[config.mk]
export PLATFORM = sky130hd
export DESIGN_NAME = brush_stroke_ctrl
export DESIGN_NICKNAME = d
export VERILOG_FILES = /design/src/rtl/paint_pkg.sv /design/src/rtl/brush_scan_counter.sv /design/src/rtl/brush_stroke_ctrl.sv
export SDC_FILE = /design/constraint.sdc
export NUM_CORES = 1
export LEC_CHECK = 0
export CORE_MARGIN = 3
export CORE_UTILIZATION = 35
export CTS_BUF_LIST = sky130_fd_sc_hd__clkbuf_4 sky130_fd_sc_hd__clkbuf_8 sky130_fd_sc_hd__clkbuf_16
export DETAILED_ROUTE_END_ITERATION = 12
export SLEW_MARGIN = 20
export SYNTH_ARGS = -nofsm -noshare
export SYNTH_HDL_FRONTEND = slang
export SYNTH_HIERARCHICAL = 1
export SYNTH_SLANG_ARGS = --single-unit
[constraint.sdc]
create_clock -name Clk -period 3.3 [get_ports Clk]
set_clock_uncertainty 0.15 [all_clocks]
set_input_delay 0.33 -clock Clk [delete_from_list [all_inputs] [get_ports Clk]]
set_output_delay 0.33 -clock Clk [all_outputs]
set_load 0.005 [all_outputs]
[src/rtl/paint_pkg.sv]
// Shared definitions for the brush stroke painter.
//   brush_state_t : stroke controller FSM states
//   KEY_*         : USB keycodes the painter reacts to
//   COLOR_W       : width of a pixel colour index
//   COORD_W       : width of the signed scan coordinates
//   key_color()   : maps a colour-select keycode to its colour index
package paint_pkg;

   localparam int unsigned COLOR_W = 4;
   localparam int unsigned COORD_W = 11;

   localparam logic [7:0] KEY_SPACE = 8'h2C;
   localparam logic [7:0] KEY_1     = 8'h1E;
   localparam logic [7:0] KEY_2     = 8'h1F;
   localparam logic [7:0] KEY_3     = 8'h20;
   localparam logic [7:0] KEY_4     = 8'h21;
   localparam logic [7:0] KEY_E     = 8'h08;

   typedef enum logic [2:0] {
      StIdle,
      StLatch,
      StScan,
      StReq,
      StDone
   } brush_state_t;

   // Keys 1..4 select colours 1..4; any other key keeps the current colour.
   function automatic logic [COLOR_W-1:0] key_color(input logic [7:0]         key,
                                                    input logic [COLOR_W-1:0] cur);
      logic [COLOR_W-1:0] res;
      res = cur;
      case (key)
         KEY_1:   res = COLOR_W'(1);
         KEY_2:   res = COLOR_W'(2);
         KEY_3:   res = COLOR_W'(3);
         KEY_4:   res = COLOR_W'(4);
         default: res = cur;
      endcase
      return res;
   endfunction

endpackage

[src/rtl/brush_scan_counter.sv]
// Row-major scan counters for one brush stroke.
// Walks y from cy-S to cy+S (outer) and x from cx-S to cx+S (inner) as signed
// 11-bit values so that pixels left of / above the screen stay representable.
// Ports:
//   Clk, Reset          : clock, synchronous active-high reset
//   load                : capture centre and size, point at the first pixel
//   center_x, center_y  : stroke centre (unsigned pixel coordinates)
//   size                : brush half-size S (already clamped by the caller)
//   advance             : step to the next pixel in scan order
//   cur_x, cur_y        : current scan coordinate (signed)
//   in_range            : current coordinate lies on screen
//   last                : current coordinate is the final pixel of the stroke
module brush_scan_counter
   import paint_pkg::*;
#(
   parameter int unsigned X_MAX = 639,
   parameter int unsigned Y_MAX = 479
) (
   input  logic                      Clk,
   input  logic                      Reset,
   input  logic                      load,
   input  logic [9:0]                center_x,
   input  logic [9:0]                center_y,
   input  logic [9:0]                size,
   input  logic                      advance,
   output logic signed [COORD_W-1:0] cur_x,
   output logic signed [COORD_W-1:0] cur_y,
   output logic                      in_range,
   output logic                      last
);

   localparam logic signed [COORD_W-1:0] XLim = COORD_W'(X_MAX);
   localparam logic signed [COORD_W-1:0] YLim = COORD_W'(Y_MAX);

   logic signed [COORD_W-1:0] x_q, y_q;
   logic signed [COORD_W-1:0] x_first_q, x_last_q, y_last_q;
   logic signed [COORD_W-1:0] cx_s, cy_s, size_s;

   // Zero-extend into the signed domain before subtracting the half-size.
   assign cx_s   = signed'({1'b0, center_x});
   assign cy_s   = signed'({1'b0, center_y});
   assign size_s = signed'({1'b0, size});

   always_ff @(posedge Clk) begin
      if (Reset) begin
         x_q       <= '0;
         y_q       <= '0;
         x_first_q <= '0;
         x_last_q  <= '0;
         y_last_q  <= '0;
      end else if (load) begin
         x_q       <= cx_s - size_s;
         y_q       <= cy_s - size_s;
         x_first_q <= cx_s - size_s;
         x_last_q  <= cx_s + size_s;
         y_last_q  <= cy_s + size_s;
      end else if (advance) begin
         if (x_q == x_last_q) begin
            x_q <= x_first_q;
            y_q <= y_q + 11'sd1;
         end else begin
            x_q <= x_q + 11'sd1;
         end
      end
   end

   assign cur_x    = x_q;
   assign cur_y    = y_q;
   assign last     = (x_q == x_last_q) && (y_q == y_last_q);
   assign in_range = !x_q[COORD_W-1] && !y_q[COORD_W-1] && (x_q <= XLim) && (y_q <= YLim);

endmodule

[src/rtl/brush_stroke_ctrl.sv]
// Brush stroke controller: on a frame tick with the space key held, paints a
// (2S+1)x(2S+1) square of pixels around the cursor through a req/ack pixel
// write port, skipping pixels that fall off screen.
// Build option: define BRUSH_ERASE_EN to let keycode 8'h08 select colour 0 (erase).
// Ports:
//   Clk, Reset           : clock, synchronous active-high reset
//   frame_tick           : one-cycle pulse per video frame
//   keycode              : current USB keycode
//   BallX, BallY, BallS  : cursor centre and requested brush half-size
//   wr_req, wr_ack       : pixel write handshake (req held until ack)
//   wr_x, wr_y, wr_color : pixel write address and colour
//   busy                 : stroke in progress
//   stroke_done          : one-cycle pulse when a stroke completes
//   drop_cnt             : saturating count of frame ticks ignored while busy
module brush_stroke_ctrl
   import paint_pkg::*;
#(
   parameter int unsigned X_MAX     = 639,
   parameter int unsigned Y_MAX     = 479,
   parameter int unsigned BRUSH_MAX = 8
) (
   input  logic               Clk,
   input  logic               Reset,
   input  logic               frame_tick,
   input  logic [7:0]         keycode,
   input  logic [9:0]         BallX,
   input  logic [9:0]         BallY,
   input  logic [9:0]         BallS,
   output logic               wr_req,
   input  logic               wr_ack,
   output logic [9:0]         wr_x,
   output logic [9:0]         wr_y,
   output logic [COLOR_W-1:0] wr_color,
   output logic               busy,
   output logic               stroke_done,
   output logic [7:0]         drop_cnt
);

   localparam logic [9:0] SizeMax = 10'(BRUSH_MAX);

   brush_state_t state_q, state_d;

   logic [COLOR_W-1:0] color_q, color_d;
   logic [COLOR_W-1:0] stroke_color_q;
   logic [COLOR_W-1:0] wr_color_q;
   logic [9:0]         wr_x_q, wr_y_q;
   logic [7:0]         drop_cnt_q;

   logic                      scan_load, scan_adv, issue;
   logic [9:0]                size_clamp;
   logic signed [COORD_W-1:0] cur_x, cur_y;
   logic                      in_range, last;
   logic                      coord_sign_unused;

   assign size_clamp = (BallS > SizeMax) ? SizeMax : BallS;

   brush_scan_counter #(
      .X_MAX (X_MAX),
      .Y_MAX (Y_MAX)
   ) u_scan (
      .Clk      (Clk),
      .Reset    (Reset),
      .load     (scan_load),
      .center_x (BallX),
      .center_y (BallY),
      .size     (size_clamp),
      .advance  (scan_adv),
      .cur_x    (cur_x),
      .cur_y    (cur_y),
      .in_range (in_range),
      .last     (last)
   );

   // Only on-screen coordinates are forwarded, so the sign bits never matter here.
   assign coord_sign_unused = cur_x[COORD_W-1] ^ cur_y[COORD_W-1];

   // Colour register follows the colour keys on every cycle, stroke or not.
   always_comb begin
      color_d = key_color(keycode, color_q);
`ifdef BRUSH_ERASE_EN
      if (keycode == KEY_E) begin
         color_d = '0;
      end
`endif
   end

   always_comb begin
      state_d   = state_q;
      scan_load = 1'b0;
      scan_adv  = 1'b0;
      issue     = 1'b0;
      case (state_q)
         StIdle: begin
            if (frame_tick && (keycode == KEY_SPACE)) begin
               state_d = StLatch;
            end
         end
         StLatch: begin
            scan_load = 1'b1;
            state_d   = StScan;
         end
         StScan: begin
            if (in_range) begin
               issue   = 1'b1;
               state_d = StReq;
            end else if (last) begin
               state_d = StDone;
            end else begin
               scan_adv = 1'b1;
            end
         end
         StReq: begin
            // Returning through StScan guarantees a low cycle on wr_req between pixels.
            if (wr_ack) begin
               if (last) begin
                  state_d = StDone;
               end else begin
                  scan_adv = 1'b1;
                  state_d  = StScan;
               end
            end
         end
         StDone: begin
            state_d = StIdle;
         end
         default: begin
            state_d = StIdle;
         end
      endcase
   end

   always_ff @(posedge Clk) begin
      if (Reset) begin
         state_q        <= StIdle;
         color_q        <= COLOR_W'(1);
         stroke_color_q <= COLOR_W'(1);
         wr_x_q         <= '0;
         wr_y_q         <= '0;
         wr_color_q     <= '0;
         drop_cnt_q     <= '0;
      end else begin
         state_q <= state_d;
         color_q <= color_d;
         if (scan_load) begin
            stroke_color_q <= color_q;
         end
         if (issue) begin
            wr_x_q     <= cur_x[9:0];
            wr_y_q     <= cur_y[9:0];
            wr_color_q <= stroke_color_q;
         end
         if (frame_tick && (state_q != StIdle) && (drop_cnt_q != 8'hFF)) begin
            drop_cnt_q <= drop_cnt_q + 8'd1;
         end
      end
   end

   assign wr_req      = (state_q == StReq);
   assign wr_x        = wr_x_q;
   assign wr_y        = wr_y_q;
   assign wr_color    = wr_color_q;
   assign busy        = (state_q != StIdle);
   assign stroke_done = (state_q == StDone);
   assign drop_cnt    = drop_cnt_q;

endmodule

==> impl_metrics.py, run 1 <==
metrics = {
    "finish": {
        "fillers": 1672,
        "drive_gt1_share_pct": 17.4,
        "diodes": 0,
        "utilization_pct": 48.4,
        "regArea_um2": 1890,
        "nets": 978,
        "syn_to_final_growth_pct": 34.9,
        "multi_input_area_um2": 4090,
        "finalNonFillerCells": 1113,
    },
    "synthesis": {
        "ys_warn_count": 6,
        "yosysSeqAreaShare_pct": 31.4,
        "synthFlopType": "dfxtp_1",
        "synthTopCellsByCount": "94 x dfxtp_1, 83 x nand2_1, 63 x a21oi_1",
        "yosysMostFrequentCell": "dfxtp_1",
        "synth-async-reset-ratio_pct": 0,
        "synth_top_area_cell": "dfxtp_1",
        "ys_seq_elements": 94,
        "synth_area_leaders": "dfxtp_1 31%, ha_1 9.0%, xnor2_1 5.4%, a21oi_1 5.3%, nand2_1 5.2%",
        "synth_edf_count": 0,
        "yosysUniqueCellTypes": 60,
        "synth_top_cell_area_share_pct": 31.4,
        "synth_area_um2": 6000,
        "synth_area_per_cell_um2": 8.07,
        "syn_inst": 743,
    },
    "routing": {
        "drt-initial-drc-count": 354,
        "vias": 5551,
        "drt_wl_total_um": 16200,
        "wl_per_cell_um": 14.5,
        "drc_errors": 0,
        "ant_nets": 0,
        "viasPerCell": 4.99,
        "first_pass_iters": 4,
    },
    "critical_path": {
        "worst-setup-path-type": "reg -> reg",
        "cp-end-kind": "flop",
        "r2r-start": "u_scan/cur_x[1]$_SDFFE_PP0P_",
        "required_ns": 3.40,
        "crit_arrival_ns": 3.25,
        "reg2reg_slack_ns": 0.15,
        "reg2reg_depth": 16,
        "r2r_end": "u_scan/cur_y[9]$_SDFFE_PP0P_",
        "cp_max_fo": 4,
        "critPathLaunchType": "flop",
    },
    "grt": {
        "grt_pass1_vias": 5233,
        "grt_max_degree": 64,
        "grt_pass1_wl_um": 25900,
        "grt_use_met2_pct": 26.6,
        "globalRouteMet1Util_pct": 25.1,
        "grt_antenna_before_repair": 0,
        "busiest_layer": "met2",
        "grt_use_total_pct": 17.3,
        "met3_usage_pct": 2.54,
        "gr-total-overflow": 0,
    },
    "place": {
        "hpwlAfterDp_um": 12300,
        "gp_congestion": 0.855,
        "place_inst": 1096,
        "placement.io_buffers": 75,
        "place_ws_ns": -0.426,
    },
    "die": {
        "die_width_um": 137,
        "io_pins": 77,
        "rows": 47,
        "chipHeight_um": 137,
        "core_area_um2": 16700,
        "die_area_um2": 18700,
        "initial_core_util_pct": 35.9,
    },
    "clocking": {
        "postCtsHoldBufs": 0,
        "cts_max_path_buffers": 2,
        "numCtsBuffers": 9,
        "cts.clk_slew.worst_paths_ns": 0.06,
        "cts-root-buf": "clkbuf_16",
        "cts.htree.levels": 3,
        "cts_tree": "done",
        "clock_sinks": 94,
        "insertion_delay_ns": 0.34,
    },
    "timing": {
        "tightest_slew_ns": 0.782,
        "maxSlewHeadroom_pct": 47.8,
        "layout_setup_ws_ns": 0.148,
        "whs_ns": 0.298,
        "period_share_pct": 95.5,
        "finalMaxSlewViolations": 0,
        "finalCriticalPeriod_ns": 3.15,
        "max_freq_mhz": 317,
        "finalSetupViolations": 0,
        "hold_viol": 0,
    },
    "hold_path": {
        "hold_end": "u_scan/x_first_q[6]$_SDFFE_PP0P_",
        "min_from": "u_scan/x_first_q[6]$_SDFFE_PP0P_",
        "hold_path_class": "reg -> reg",
        "min_path_cells": 2,
    },
    "pwr": {
        "total_power_mw": 2.53,
        "power_leakage_nw": 3.18,
        "p_per_area_nw_per_um2": 313,
        "ir_worst_vdd_mv": 0.189,
    },
    "run_status": {
        "status": "finished, final reports clean",
    },
    "flow_run": {
        "drv_cap": 0,
    },
}
## state kept, by name (all words and copies together), names as in the netlist
register and flops:
stroke_color_q 3, drop_cnt 8, wr_y 10, u_scan/y_last_q 11, u_scan/x_last_q 10, wr_color 3, u_scan/cur_y 11, wr_x 10
state_q 3, u_scan/x_first_q 11, color_q 3, u_scan/cur_x 11
## final cells by class
cell class	instances	share of cell area [%]
multi-input cells	589	50.6
flip-flops and latches	94	23.3
repair buffers	161	17.7
clock buffers	14	3.40
well taps	220	3.40
inverters	34	1.58
clock inverters	1	0.0619
## through the flow
step / setup TNS [ns] / area (um^2)
finish: 0 / 8090
global route: -0.000155 / 8090
CTS: -0.0283 / 7880
detailed placement: -7.85 / 7560
global placement: -7.22 / 7560
floorplan: 0 / 6070
## layer usage
layer  part of all wire (%)  vias to the layer above
li1                       -                     2892
met1                     50                     2524
met2                     43                      123
met3                    5.0                       12
met4                    1.5                        0
met5                      0                        -
## report_power, final
group / switching [mW] / total (mW) / internal, mW
Clock: 0.415 / 0.987 / 0.572
Sequential: 0.00191 / 1.14 / 1.14
Combinational: 0.214 / 0.409 / 0.195
Total: 0.631 / 2.53 / 1.90
## critical path: stages (launching register included)
cell	delay (ns)
dfxtp_4	0.36
ha_4	0.16
and3_4	0.18
nand2_2	0.06
and2_4	0.13
o31ai_2	0.09
nand2_4	0.08
nor4_4	0.04
nand2b_1	0.12
o21ai_2	0.07
nand2b_4	0.16
nor2_4	0.12
inv_2	0.04
or4_4	0.56
nor4_4	0.25
xnor2_1	0.13
a2111oi_2	0.34
## cells by family after synthesis
logic type	Yosys count	share of synthesized area, %
AO/OA/AOI/OAI	184	19.8
adder cells (fa/ha/maj)	47	10.3
buffers and inverters	78	5.36
AND/OR/NAND/NOR	265	21.9
other	1	0.0625
multiplexers	14	2.46
flip-flops	94	31.4
XOR/XNOR	60	8.76
## layout by cell type, fill, tap and decap left out, types with 6 or more instances in the layout
| cell | netlist | layout |
|---|---|---|
| a211oi_1 | 23 | 23 |
| a21oi_1 | 63 | 61 |
| a31oi_1 | 7 | 7 |
| and3_1 | 10 | 9 |
| buf_4 | 1 | 83 |
| clkbuf_16 | 0 | 9 |
| clkdlybuf4s50_1 | 0 | 70 |
| conb_1 | 1 | 19 |
| dfxtp_1 | 94 | 92 |
| ha_1 | 43 | 38 |
| inv_1 | 34 | 31 |
| mux2_2 | 6 | 6 |
| mux2i_1 | 8 | 8 |
| nand2_1 | 83 | 81 |
| nand2b_1 | 14 | 13 |
| nand3_1 | 26 | 26 |
| nand4_1 | 6 | 6 |
| nor2_1 | 54 | 51 |
| nor2b_1 | 10 | 10 |
| nor3_1 | 22 | 18 |
| o21a_1 | 8 | 8 |
| o21ai_0 | 24 | 21 |
| o21bai_1 | 8 | 7 |
| o22ai_1 | 6 | 6 |
| o31ai_1 | 9 | 7 |
| or3_1 | 6 | 6 |
| xnor2_1 | 37 | 36 |
| xor2_1 | 23 | 23 |
## how the worst max path moves through the flow
stage	endpoint	slack, ns	startpoint
2_1_floorplan	u_scan/y_last_q[8]$_SDFFE_PP0P_	0.006	BallS[6]
3_3_place_gp	u_scan/cur_y[8]$_SDFFE_PP0P_	-0.40	BallS[6]
3_5_place_dp	u_scan/y_last_q[8]$_SDFFE_PP0P_	-0.43	BallS[6]
4_1_cts	u_scan/cur_y[8]$_SDFFE_PP0P_	-0.03	BallS[6]
5_1_grt	u_scan/cur_y[9]$_SDFFE_PP0P_	-0.0002	u_scan/cur_y[0]$_SDFFE_PP0P_
6_report	u_scan/cur_y[9]$_SDFFE_PP0P_	0.15	u_scan/cur_x[1]$_SDFFE_PP0P_
## what timing repair did
action	4_1_cts	5_1_grt
endpoints found under the hold margin	0	0
endpoints found under the setup margin	19	34
resized for setup	12	46
buffers inserted	0	3
pin swaps	5	23
Power figures use the tool's default switching activity.
==> inputs of run 2 (changes only) <==
Settings changed: GPL_ROUTABILITY_DRIVEN from default to 0.
==> results of run 2 <==
No change in the layout: final DEF, timing and power equal those of run 1.
